**src/rtl/sub_pkg.sv**
```systemverilog
// rtl/sub_pkg.sv - shared types, defaults and saturation constants for chunked_subtractor
package sub_pkg;

  typedef enum logic [1:0] {
    IDLE = 2'd0,
    RUN  = 2'd1,
    DONE = 2'd2
  } state_t;

  localparam int DEF_WIDTH   = 32;
  localparam int DEF_CHUNK_W = 8;
  localparam int SUB_MAX_W   = 256;

  // Callers slice the low WIDTH bits of these wide constants.
  function automatic logic [SUB_MAX_W-1:0] sat_max(input int width);
    logic [SUB_MAX_W-1:0] one;
    one = SUB_MAX_W'(1);
    return (one << (width - 1)) - one;
  endfunction

  function automatic logic [SUB_MAX_W-1:0] sat_min(input int width);
    logic [SUB_MAX_W-1:0] one;
    one = SUB_MAX_W'(1);
    return one << (width - 1);
  endfunction

endpackage

```
**src/rtl/chunk_adder_slice.sv**
```systemverilog
// rtl/chunk_adder_slice.sv - combinational W-bit adder with carry in/out
module chunk_adder_slice #(
  parameter int W = 8
) (
  input  logic [W-1:0] a,
  input  logic [W-1:0] b,
  input  logic         carry_in,
  output logic [W-1:0] sum,
  output logic         carry_out
);

  assign {carry_out, sum} = {1'b0, a} + {1'b0, b} + {{W{1'b0}}, carry_in};

endmodule

```
**src/rtl/chunked_subtractor.sv**
```systemverilog
// rtl/chunked_subtractor.sv - handshaked multi-cycle subtractor, CHUNK_W bits per cycle
// Optional output clamping on signed overflow: define SUB_SATURATE_EN.
module chunked_subtractor
  import sub_pkg::*;
#(
  parameter int WIDTH   = DEF_WIDTH,
  parameter int CHUNK_W = DEF_CHUNK_W
) (
  input  logic             clk,
  input  logic             rst_n,
  input  logic             in_valid,
  output logic             in_ready,
  input  logic [WIDTH-1:0] op1,
  input  logic [WIDTH-1:0] op2,
  output logic             out_valid,
  input  logic             out_ready,
  output logic [WIDTH-1:0] out,
  output logic             borrow,
  output logic             overflow,
  output logic             zero
);

  localparam int NCHUNK = WIDTH / CHUNK_W;
  localparam int IDX_W  = (NCHUNK > 1) ? $clog2(NCHUNK) : 1;
  localparam logic [IDX_W-1:0] LAST = IDX_W'(NCHUNK - 1);

  state_t           state_q, state_d;
  logic [WIDTH-1:0] a_q, a_d, b_q, b_d, res_q, res_d;
  logic             carry_q, carry_d;
  logic [IDX_W-1:0] idx_q, idx_d;
  logic             a_msb_q, a_msb_d, b_msb_q, b_msb_d;
  logic             in_ready_d, out_valid_d, borrow_d, overflow_d, zero_d;
  logic [WIDTH-1:0] out_d;

  logic [CHUNK_W-1:0] sum;
  logic               cout;
  logic [WIDTH-1:0]   diff, final_out;
  logic               ovf;

  // Operand registers shift right each RUN cycle, so the slice always sees the low chunk.
  chunk_adder_slice #(.W(CHUNK_W)) u_slice (
    .a         (a_q[CHUNK_W-1:0]),
    .b         (b_q[CHUNK_W-1:0]),
    .carry_in  (carry_q),
    .sum       (sum),
    .carry_out (cout)
  );

  assign diff = (res_q >> CHUNK_W) | (WIDTH'(sum) << (WIDTH - CHUNK_W));
  assign ovf  = (a_msb_q != b_msb_q) && (diff[WIDTH-1] != a_msb_q);

`ifdef SUB_SATURATE_EN
  localparam logic [SUB_MAX_W-1:0] SAT_MAX_W = sat_max(WIDTH);
  localparam logic [SUB_MAX_W-1:0] SAT_MIN_W = sat_min(WIDTH);
  localparam logic [WIDTH-1:0]     SAT_MAX   = SAT_MAX_W[WIDTH-1:0];
  localparam logic [WIDTH-1:0]     SAT_MIN   = SAT_MIN_W[WIDTH-1:0];
  assign final_out = ovf ? (a_msb_q ? SAT_MIN : SAT_MAX) : diff;
`else
  assign final_out = diff;
`endif

  always_comb begin
    state_d     = state_q;
    a_d         = a_q;
    b_d         = b_q;
    res_d       = res_q;
    carry_d     = carry_q;
    idx_d       = idx_q;
    a_msb_d     = a_msb_q;
    b_msb_d     = b_msb_q;
    out_valid_d = out_valid;
    out_d       = out;
    borrow_d    = borrow;
    overflow_d  = overflow;
    zero_d      = zero;
    case (state_q)
      IDLE: begin
        if (in_valid && in_ready) begin
          a_d     = op1;
          b_d     = ~op2;
          carry_d = 1'b1;
          idx_d   = '0;
          a_msb_d = op1[WIDTH-1];
          b_msb_d = op2[WIDTH-1];
          state_d = RUN;
        end
      end
      RUN: begin
        res_d   = diff;
        a_d     = a_q >> CHUNK_W;
        b_d     = b_q >> CHUNK_W;
        carry_d = cout;
        idx_d   = idx_q + IDX_W'(1);
        if (idx_q == LAST) begin
          state_d     = DONE;
          out_valid_d = 1'b1;
          out_d       = final_out;
          borrow_d    = ~cout;
          overflow_d  = ovf;
          zero_d      = (final_out == '0);
        end
      end
      DONE: begin
        if (out_ready) begin
          state_d     = IDLE;
          out_valid_d = 1'b0;
        end
      end
      default: state_d = IDLE;
    endcase
    in_ready_d = (state_d == IDLE);
  end

  always_ff @(posedge clk or negedge rst_n) begin
    if (!rst_n) begin
      state_q   <= IDLE;
      a_q       <= '0;
      b_q       <= '0;
      res_q     <= '0;
      carry_q   <= 1'b0;
      idx_q     <= '0;
      a_msb_q   <= 1'b0;
      b_msb_q   <= 1'b0;
      in_ready  <= 1'b0;
      out_valid <= 1'b0;
      out       <= '0;
      borrow    <= 1'b0;
      overflow  <= 1'b0;
      zero      <= 1'b0;
    end else begin
      state_q   <= state_d;
      a_q       <= a_d;
      b_q       <= b_d;
      res_q     <= res_d;
      carry_q   <= carry_d;
      idx_q     <= idx_d;
      a_msb_q   <= a_msb_d;
      b_msb_q   <= b_msb_d;
      in_ready  <= in_ready_d;
      out_valid <= out_valid_d;
      out       <= out_d;
      borrow    <= borrow_d;
      overflow  <= overflow_d;
      zero      <= zero_d;
    end
  end

endmodule

```
**config.mk**
```make
export PLATFORM = sky130hd
export DESIGN_NAME = chunked_subtractor
export DESIGN_NICKNAME = d
export VERILOG_FILES = /design/src/rtl/sub_pkg.sv /design/src/rtl/chunk_adder_slice.sv /design/src/rtl/chunked_subtractor.sv
export SDC_FILE = /design/constraint.sdc
export NUM_CORES = 1
export LEC_CHECK = 0
export ABC_AREA = 1
export CAP_MARGIN = 0
export CORE_MARGIN = 3
export CORE_UTILIZATION = 30
export CTS_CLUSTER_DIAMETER = 200
export DETAILED_ROUTE_END_ITERATION = 8
export PLACE_DENSITY = 0.48
export SLEW_MARGIN = 0
export SYNTH_ARGS = -nofsm -noshare
export SYNTH_HDL_FRONTEND = slang
export SYNTH_SLANG_ARGS = --single-unit
export TNS_END_PERCENT = 100
```
**constraint.sdc**
```tcl
create_clock -name clk -period 4.3 [get_ports clk]
set_input_delay 0.43 -clock clk [delete_from_list [all_inputs] [get_ports clk]]
set_output_delay 0.43 -clock clk [all_outputs]
set_load 0.02 [all_outputs]
```
==> flow_summary.rst, run 1 <==
.. list-table::
   :header-rows: 1

   * - Metric
     - Value
   * - Result of the run
     - completed
   * - Clock tree from TritonCTS
     - built
   * - Critical Path Slowest Stage Cell
     - nand2_2
   * - Count of clock tree sinks
     - 132
   * - Number of remaining DRC errors
     - 0
   * - Smallest hold slack
     - 0.119 ns
   * - Clock Tree Root
     - clkbuf_16
   * - Post_cts resized
     - 0
   * - Share of cell area taken by muxes after synthesis
     - 0
   * - Xor and xnor fraction of the mapped netlist area
     - 0
   * - CTS HTree Levels
     - 4
   * - Synth-to-layout area growth
     - 30.6%
   * - Total wire length
     - about 14000 um
   * - Least-Margin Pin Slew
     - 1.13 ns
   * - Hold-fix buffer count after cts
     - 0
   * - Count of input and output buffers
     - 104
   * - Adder-cell share of the synthesized area
     - 0.0244
   * - Starting utilization of the core area
     - 0.307
   * - Setup repair after global routing missed its margin
     - no
   * - Total via count in the routed design
     - 4625
   * - Num CTS Buffers
     - 17
   * - Fraction of layout instances using a drive strength above 1
     - 0.0796
   * - Placeable Area
     - 0.0188 mm2
   * - Number of search-and-repair iterations in the first detailed-routing pass
     - 5
   * - Cell Area, Synth
     - 0.00575 mm2
   * - First DRT Iteration DRCs
     - 307
   * - Initial antenna violation count
     - 0
   * - Die outline area
     - between 0.02 and 0.025 mm2
   * - Max-cap violation count
     - 0
   * - HPWL Detailed
     - 9750 um
   * - Number of max-slew violations in the final report
     - 0
   * - Die Span X
     - 144 um
   * - Standard-cell rows
     - 50
   * - Worst Setup Start Kind
     - register
   * - Category of the critical setup timing path
     - reg2reg
   * - Static Leakage
     - around 3.3 nW
   * - Antenna violation net count after detailed routing
     - 0
   * - Average cell area after synthesis
     - 9.18 um2
   * - Maximum number of buffers from clock root to sink
     - 2
   * - Residual overflow from global routing
     - 0
   * - Cell breakdown of the critical path
     - inv_2 > nand4_2 > nand2_2 > o221a_2
   * - WP data arrival
     - 3.10 ns
   * - Count of endpoints failing hold in the final timing report
     - 0
   * - Post-synthesis share of cell area spent on and, or, nand and nor gates
     - 0.219
   * - Aggregate negative setup slack
     - 0 ns
   * - Cells after Synth
     - 627
   * - Wire length of the first global-routing pass
     - 24100 um
   * - Via count of the first global-routing pass
     - 4726
   * - Combinational family with the most area after synthesis
     - simple AND/OR/NAND/NOR gates
   * - Element type at the critical path end
     - register
   * - Post-CTS clock slew at the launch and capture registers of the worst setup and hold paths
     - 0.05 ns
   * - Max Clock Freq
     - 362 MHz
   * - Maximum number of pins on one net before global-route repair
     - 100
   * - Proportion of synthesized chip area in sequential cells
     - 0.574
   * - Biggest fanout along the worst timing path
     - 58
   * - Required time worst endpoint
     - 4.64 ns
   * - FF+latch count, synth
     - ~130
   * - Number of ports placed on the die boundary
     - 105
   * - Critical Path Max Stage Delay
     - 1.15 ns
   * - Number of diodes added for antenna fixing
     - 0
   * - Compound-cell area share of the yosys netlist
     - 0.122
   * - Minimum clock period
     - 2.76 ns
   * - Worst Skew
     - approximately 0.0062 ns
   * - Pwr per Cell Area
     - approximately 840 mW/mm2
   * - Hold/Removal Path Class
     - in2async
   * - Final setup vio count
     - 0
   * - Total global routing track utilization
     - 0.147
   * - Peak VDD IR
     - 0.373 mV
   * - Max-slew headroom at the worst pin
     - 0.241
   * - Number of different library cells in the post-synthesis netlist
     - 28
   * - Number of nets produced by synthesis
     - 705
   * - Buffers inserted by post-CTS timing repair
     - 0
   * - Average detailed-routed wire length per instance
     - 15.0 um
   * - Final period utilization
     - 0.642
   * - Synth warn
     - 0
   * - Worst-skew pair later-pin latency
     - 0.41 ns
   * - Final RePlAce weighted congestion
     - 0.748
   * - Die Span Y
     - 144 um
   * - Per-cell via count in the routed design
     - 4.80
   * - Number of nets in the finished design
     - 797
## state kept, by name, summed over array words and instances (netlist names)
name and cells:
borrow 1, res_q 24, idx_q 2, out 32, a_msb_q 1, out_valid 1, in_ready 1, b_msb_q 1
overflow 1, zero 1, carry_q 1, b_q 32, a_q 32, state_q 2
## critical path, delay by kind of cell, from the launching register on
kind	cells	cell delay (ns)
DFF	1	0.42
and+or+nand+nor	2	1.78
AOI/OAI and AO/OA	1	0.36
buffers and inverters	1	0.10
## placed cells by master, fill, tap and decap left out, types with 2 or more instances in the layout
master,synthesis,layout
a211oi_1,8,8
o221a_1,10,10
clkbuf_8,0,5
o21ai_0,62,62
clkinv_2,0,4
nor3_2,2,2
nand4_1,2,2
fa_1,2,2
a21oi_1,7,7
inv_2,3,3
o221a_2,14,14
ha_1,8,8
nand2_1,135,135
buf_4,2,5
dfrtp_1,132,132
clkdlybuf4s50_1,0,103
nor3_1,38,38
clkbuf_1,16,2
inv_1,46,46
nand3_1,50,49
clkbuf_16,0,17
nor2_1,65,65
## kinds of logic after synthesis
group           Yosys count
fa+ha+maj                10
compound gates          104
simple gates            296
buf+inv                  85
flops                   132
## layout make-up
class / instances / area [um2]
fill: 1877 / 11300
sequential: 132 / 3300
multi-input combinational: 410 / 2100
timing repair buffer: 109 / 1080
clock buffer: 24 / 502
tap: 234 / 293
inverter: 49 / 184
clock inverter: 5 / 50.0
## routing by layer
layer,wire length (um),vias up,GRT usage
met3,591,18,0.0327
met2,6600,119,0.227
met5,0,-,0
li1,-,2284,-
met4,250,0,0.0491
met1,6980,2204,0.206
## path summary, 6_finish.rpt
path / endpoint / startpoint / slack (ns) / cells past startpoint
max: b_q[2] / state_q[1] / 1.54 / 4
min: out[0] / rst_n / 0.12 / 1
max reg2reg: b_q[2] / state_q[1] / 1.54 / 4
min reg2reg: out_valid / out_valid / 0.48 / 2
max in group asynchronous: out[31] / rst_n / 3.16 / 2
min in group clk: out_valid / out_valid / 0.48 / 2
## cell usage after synthesis
cell      number  area share
nand2_1      135       0.088
nand4_2        1      0.0022
or2_2          1      0.0011
nor3_2         2      0.0035
nor2_4         1      0.0020
buf_6          1      0.0020
buf_1          3      0.0020
nor2_1        65       0.042
a21oi_1        7      0.0061
a211oi_1       8       0.010
o21a_1         1      0.0013
ha_1           8       0.017
o21ai_0       62       0.054
nand2_2        1      0.0011
nand4_1        2      0.0022
o31ai_1        1      0.0013
inv_1         46       0.030
nand3_1       50       0.043
o221a_1       10       0.020
fa_1           2      0.0070
a31o_2         1      0.0015
dfrtp_1      132        0.57
nor3_1        38       0.033
buf_4          2      0.0026
inv_2          3      0.0020
clkbuf_1      16       0.010
buf_2         14       0.012
o221a_2       14       0.027
## metrics by stage
stage                     cell area [um2]   util  std cells  setup slack [ns]  total power, mW
after floorplan                      5750      -        627              2.40             4.11
after global placement               6960  0.371        934              1.19             4.93
after detailed placement             6960  0.371        934              1.10             5.01
after CTS                            7520  0.400        963              1.51             6.40
after global routing                 7520  0.400        963              1.21             6.87
final                                7520  0.400        963              1.54             6.30
## power by group
| group | internal, mW | total [mW] | switching [mW] |
|---|---|---|---|
| Sequential | 1.85 | 2.20 | 0.353 |
| Combinational | 1.09 | 2.75 | 1.65 |
| Clock | 0.858 | 1.35 | 0.497 |
Power figures use the tool's default switching activity.
==> run 2, diff against run 1 <==
==> constraint.sdc (replaced) <==
create_clock -name clk -period 2.8 [get_ports clk]
set_input_delay 0.28 -clock clk [delete_from_list [all_inputs] [get_ports clk]]
set_output_delay 0.28 -clock clk [all_outputs]
set_load 0.02 [all_outputs]
==> run 2 against run 1 <==
  * Power rose by 62%
  * Register-to-register slack got worse by 0.79 ns
  * Routed wire length increased by 0.44%
  * First-iteration DRC count shrank 22%
  * Clock skew fell by 0.00085 ns
  * Clock power is 90% higher
  * Global-route usage is 0.14 points lower
  * Setup slack got worse by 0.79 ns
  * Sequential cell count unchanged
  * Die area did not move
  * Critical path type unchanged
  * Critical endpoint is now zero
==> flow_summary.rst, run 2 (synthesis gave the netlist of run 1 again) <==
.. list-table::
   :header-rows: 1

   * - Metric
     - Value
   * - Result of the run
     - completed
   * - Count of clock tree sinks
     - 132
   * - WP data arrival
     - around 2.4 ns
   * - Clock tree from TritonCTS
     - built
   * - HPWL Detailed
     - 10100 um
   * - Cell family with the largest share of critical-path delay
     - adder cells
   * - Placed inst area
     - 0.00705 mm2
   * - Smallest hold slack
     - 0.405 ns
   * - Die Span Y
     - 144 um
   * - Hold-fix buffer count after cts
     - 1
   * - Hold/Removal Path Class
     - in2async
   * - Switching power as a share of total power
     - 0.384
   * - Total via count in the routed design
     - approximately 4.6k
   * - Number of remaining DRC errors
     - 0
   * - Clock Power Share
     - 0.251
   * - Standard-cell rows
     - 50
   * - Die outline area
     - 0.0209 mm2
   * - Max-cap violation count
     - 0
   * - Area of the multi-input gates
     - 0.00210 mm2
   * - Most frequent cells in the layout
     - nand2_1, dfrtp_1, clkdlybuf4s50_1
   * - Category of the critical setup timing path
     - reg2reg
   * - Per-cell via count in the routed design
     - 4.75
   * - Critical Path Max Stage Delay
     - 0.47 ns
   * - Worst Skew
     - 0.00535 ns
   * - Residual overflow from global routing
     - 0
   * - Die Span X
     - about 140 um
   * - Final RePlAce weighted congestion
     - 0.825
   * - CTS HTree Levels
     - 4
   * - Via count of the first global-routing pass
     - 4634
   * - Fraction of layout instances using a drive strength above 1
     - 0.0920
   * - Number of ports placed on the die boundary
     - 105
   * - Final cell count without fillers
     - 973
   * - Count of input and output buffers
     - around 100
   * - Gate power share
     - 0.419
   * - Power share of the sequential group
     - 0.330
   * - Least-Margin Pin Slew
     - 0.547 ns
   * - First DRT Iteration DRCs
     - 240
   * - Post-CTS clock slew at the launch and capture registers of the worst setup and hold paths
     - 0.06 ns
   * - Biggest fanout along the worst timing path
     - 3
   * - Cell breakdown of the critical path
     - fa_1 > fa_1 > nand2_1 > inv_1 > nor2_1 > nor2_1 > nand2_1 > nor2_1 > nand2_1 > nor2_1 > nand2_1 > nand2_1
   * - Number of diodes added for antenna fixing
     - 0
   * - Worst Setup Start Kind
     - register
   * - Post_cts resized
     - 0
   * - Placeable Area
     - roughly 0.019 mm2
   * - Required time worst endpoint
     - approximately 3.1 ns
   * - Critical Path Slowest Stage Cell
     - fa_1
   * - Most common library cell in the layout ignoring fill and taps
     - nand2_1
   * - Count of endpoints failing hold in the final timing report
     - 0
   * - Synth-to-layout area growth
     - 34.5%
   * - Maximum number of pins on one net before global-route repair
     - 89
   * - Register cell area after layout
     - 0.00330 mm2
   * - Antenna violation net count after detailed routing
     - 0
   * - Number of nets in the finished design
     - 804
   * - Static Leakage
     - approximately 3.4 nW
   * - Final setup vio count
     - 0
   * - Max Clock Freq
     - approximately 490 MHz
   * - CP most frequent cell
     - nand2_1
   * - Peak VDD IR
     - 0.482 mV
   * - Total buffers and inverters traversed by the critical path
     - 1
   * - Total wire length
     - 14500 um
   * - Wire length of the first global-routing pass
     - 23700 um
   * - Largest registers in the final layout
     - a_q x32, b_q x32, out x32
   * - Clock Tree Root
     - clkbuf_16
   * - Num CTS Buffers
     - 17
   * - Number of search-and-repair iterations in the first detailed-routing pass
     - 6
   * - Fill count
     - 1885
   * - Number of max-slew violations in the final report
     - 0
   * - Element type at the critical path end
     - register
   * - Maximum number of buffers from clock root to sink
     - 2
   * - Buffers inserted by post-CTS timing repair
     - 0
   * - Setup repair after global routing missed its margin
     - no
   * - Post-Layout Inst Area
     - 0.00774 mm2
   * - Initial antenna violation count
     - 0
   * - Max-slew headroom at the worst pin
     - 0.635
   * - Average detailed-routed wire length per instance
     - ~15 um
   * - Cells after DPL
     - 940
   * - Aggregate negative setup slack
     - 0 ns
   * - Cell internal power dissipation
     - between 6 and 7 mW
   * - Starting utilization of the core area
     - 0.307
   * - Final period utilization
     - 0.734
   * - Minimum clock period
     - between 2 and 2.5 ns
   * - Total global routing track utilization
     - 0.146
   * - Post-layout utilization of the core
     - 0.412
   * - Worst-skew pair later-pin latency
     - between 0.4 and 0.5 ns
   * - Net switching component of the power
     - roughly 3.9 mW
   * - Pwr per Cell Area
     - 1320 mW/mm2
-- run 2: cell type report --
class                           instances  area share
Inverter                               49      0.0238
Multi-Input combinational cell        410       0.272
Sequential cell                       132       0.427
Clock buffer                           20      0.0590
Tap cell                              234      0.0378
Timing Repair Buffer                  116       0.151
Clock inverter                         12      0.0291
-- run 2: metrics by stage --
step | worst slack [ns] | power, mW
floorplan | 0.899 | 6.31
global placement | 0.778 | 7.69
detailed placement | 0.733 | 7.77
CTS | 0.728 | 10.4
global route | 0.527 | 11.1
finish | 0.746 | 10.2
-- run 2: path summary, 6_finish.rpt --
kind / to / start / cells after the start / slack, ns
setup / recovery: zero / a_q[0] / 12 / 0.75
max in group asynchronous: a_q[12] / rst_n / 3 / 1.66
hold / removal: res_q[17] / rst_n / 2 / 0.41
hold reg to reg: res_q[17] / res_q[25] / 2 / 0.48
min in group clk: a_q[25] / op1[25] / 3 / 0.42
setup reg to reg: zero / a_q[0] / 12 / 0.75
-- run 2: power groups by stage --
stage	clock network, mW	logic [mW]	registers [mW]
after floorplan	0	2.78	3.53
after global placement	0	4.29	3.40
after detailed placement	0	4.34	3.43
after CTS	2.62	4.36	3.40
after global routing	2.71	4.88	3.51
final	2.57	4.29	3.38
-- run 2: layer usage --
| layer | vias to the layer above | track usage | wire length (um) |
|---|---|---|---|
| met3 | 13 | 0.0423 | 744 |
| met4 | 0 | 0.0437 | 181 |
| met1 | 2187 | 0.200 | 6860 |
| li1 | 2291 | - | - |
| met5 | - | 0 | 0 |
| met2 | 128 | 0.225 | 6700 |
==> run 3, diff against run 2 <==
--- a/config.mk
+++ b/config.mk
@@ -11,7 +11,7 @@
 export CORE_UTILIZATION = 30
 export CTS_CLUSTER_DIAMETER = 200
 export DETAILED_ROUTE_END_ITERATION = 8
-export PLACE_DENSITY = 0.48
+export PLACE_DENSITY = 0.49
 export SLEW_MARGIN = 0
 export SYNTH_ARGS = -nofsm -noshare
 export SYNTH_HDL_FRONTEND = slang
==> constraint.sdc (replaced) <==
create_clock -name clk -period 1.7 [get_ports clk]
set_input_delay 0.17 -clock clk [delete_from_list [all_inputs] [get_ports clk]]
set_output_delay 0.17 -clock clk [all_outputs]
set_load 0.02 [all_outputs]
==> run 3 against run 2 <==
  * The flow now finishes with violations (setup timing)
  * Clock-buffer cell count grew 3
  * Final cell count grew 2.4%
  * Power grew 73%
  * Fmax grew 7.9%
  * Non-clock buffer count grew 23
  * Register-to-register slack lost 0.95 ns
  * Global-route usage grew 0.094 points
  * Sequential share of layout area shrank 1.5 points
  * Largest cell class unchanged
  * Largest power group unchanged
==> flow_summary.rst, run 3 (synthesis gave the netlist of run 1 again) <==
.. list-table::
   :header-rows: 1

   * - Metric
     - Value
   * - Result of the run
     - complete, but fails checks
   * - Failing checks
     - setup timing
   * - Final setup vio count
     - 15
   * - Total Power
     - 17.7 mW
   * - Beginning of the worst register-to-register path
     - a_q[0]
   * - Minimum clock period
     - 1.90 ns
   * - Most common library cell in the layout ignoring fill and taps
     - dfrtp_1
   * - Synth-to-layout area growth
     - 39.4%
   * - Static Leakage
     - 3.55 nW
   * - Least-Margin Pin Slew
     - 0.504 ns
   * - First DRT Iteration DRCs
     - 307
   * - Minimum setup slack among reg-to-reg paths
     - -0.20 ns
   * - Initial antenna violation count
     - 0
   * - Average detailed-routed wire length per instance
     - 14.7 um
   * - Final cell count without fillers
     - 996
   * - Worst Skew
     - 0.00676 ns
   * - Die outline area
     - 0.0209 mm2
   * - Fraction of layout instances using a drive strength above 1
     - 0.151
   * - Worst-skew pair later-pin latency
     - between 0.4 and 0.5 ns
   * - Maximum number of buffers from clock root to sink
     - 2
   * - Cells after DPL
     - 960
   * - Count of endpoints failing hold in the final timing report
     - 0
   * - Pwr per Cell Area
     - 2210 mW/mm2
   * - Number of nets in the finished design
     - 827
   * - Count of clock tree sinks
     - between 100 and 150
   * - Number of diodes added for antenna fixing
     - 0
   * - Clock Tree Root
     - clkbuf_16
   * - Per-cell via count in the routed design
     - 4.70
   * - HPWL Detailed
     - 10300 um
   * - CTS HTree Levels
     - 4
   * - Setup repair after global routing missed its margin
     - yes
   * - Number of ports placed on the die boundary
     - 105
   * - WP data arrival
     - 2.25 ns
   * - Category of the critical setup timing path
     - reg2reg
   * - Biggest fanout along the worst timing path
     - 2
   * - Cells on worst reg2reg path
     - 9
   * - Peak VDD IR
     - 0.850 mV
   * - Number of max-slew violations in the final report
     - 0
   * - Antenna violation net count after detailed routing
     - 0
   * - Final period utilization
     - 1.12
   * - Source of the critical timing path
     - a_q[0]
   * - Number of remaining DRC errors
     - 0
   * - Via count of the first global-routing pass
     - 4777
   * - Die Span Y
     - 144 um
   * - Required time worst endpoint
     - 2.05 ns
   * - Wire length of the first global-routing pass
     - 24100 um
   * - Maximum number of pins on one net before global-route repair
     - 66
   * - Die Span X
     - 144 um
   * - Max-slew headroom at the worst pin
     - 0.664
   * - Max-cap violation count
     - 0
   * - Total via count in the routed design
     - about 4.7k
   * - Num CTS Buffers
     - 17
   * - Worst Setup Start Kind
     - register
   * - Most frequent cells in the layout
     - dfrtp_1, nand2_1, clkdlybuf4s50_1
   * - Number of search-and-repair iterations in the first detailed-routing pass
     - 5
   * - Total global routing track utilization
     - 0.147
   * - Hold/Removal Path Class
     - in2async
   * - Total wire length
     - approximately 15000 um
   * - Max Clock Freq
     - about 530 MHz
   * - Worst setup margin
     - -0.204 ns
   * - Placeable Area
     - 0.0188 mm2
   * - Largest registers in the final layout
     - a_q x32, b_q x32, out x32
   * - Post-CTS clock slew at the launch and capture registers of the worst setup and hold paths
     - ~0.06 ns
   * - Element type at the critical path end
     - register
   * - Final RePlAce weighted congestion
     - 0.842
   * - Starting utilization of the core area
     - 0.307
   * - Residual overflow from global routing
     - 0
   * - Clock tree from TritonCTS
     - built
   * - Standard-cell rows
     - 50
   * - Count of input and output buffers
     - about 100
run 3: worst paths after layout:
check	endpoint
max	zero
min	state_q[1]
max reg2reg	zero
min reg2reg	idx_q[0]
max in group asynchronous	out[12]
min in group clk	a_q[29]
run 3: power by group:
part	internal, mW	switching (mW)	leakage, nW
Combinational	3.64	4.62	1.64
Clock	2.56	1.32	0.303
Sequential	4.67	0.897	1.61
run 3: metal layers:
metal | GRT usage | vias to the layer above | routed length, um
met5 | 0 | - | 0
met4 | 0.0368 | 0 | 142
met3 | 0.0440 | 10 | 712
met2 | 0.226 | 113 | 6760
met1 | 0.203 | 2220 | 7010
li1 | - | 2339 | -
run 3: through the flow:
step / utilization / setup slack (ns) / setup TNS [ns] / cell area (um2) / hold WS, ns
floorplan: - / -0.0855 / -0.197 / 5760 / -0.126
global placement: 0.387 / -0.187 / -0.803 / 7270 / 0.0847
detailed placement: 0.387 / -0.240 / -1.14 / 7270 / 0.0904
CTS: 0.423 / -0.236 / -1.04 / 7940 / 0.230
global route: 0.427 / -0.379 / -2.76 / 8020 / 0.248
finish: 0.427 / -0.204 / -1.22 / 8020 / 0.233
run 3: area by class of cell:
cell class	instances	area, um2
clock buffers	23	478
clock inverters	9	150
repair buffers	139	1410
inverters	49	184
flip-flops and latches	132	3300
multi-input cells	410	2200
fillers	1864	10700
well taps	234	293
run 3: critical path, cell delays in order, from the launching register on:
cell and delay, ns:
dfrtp_1 0.40, fa_2 0.41, fa_2 0.45, nor2_2 0.14, nand3_1 0.09, nor2_1 0.10
nand2_1 0.06, nor2_1 0.08, nand2_1 0.05, nand2_1 0.05
run 3: what timing repair did:
item,CTS,global route
endpoints found under the hold margin,31,0
buffers inserted,2,1
pin swaps,1,6
gates cloned,0,0
endpoints found under the setup margin,15,15
gates resized for setup,6,24
hold buffers,1,0
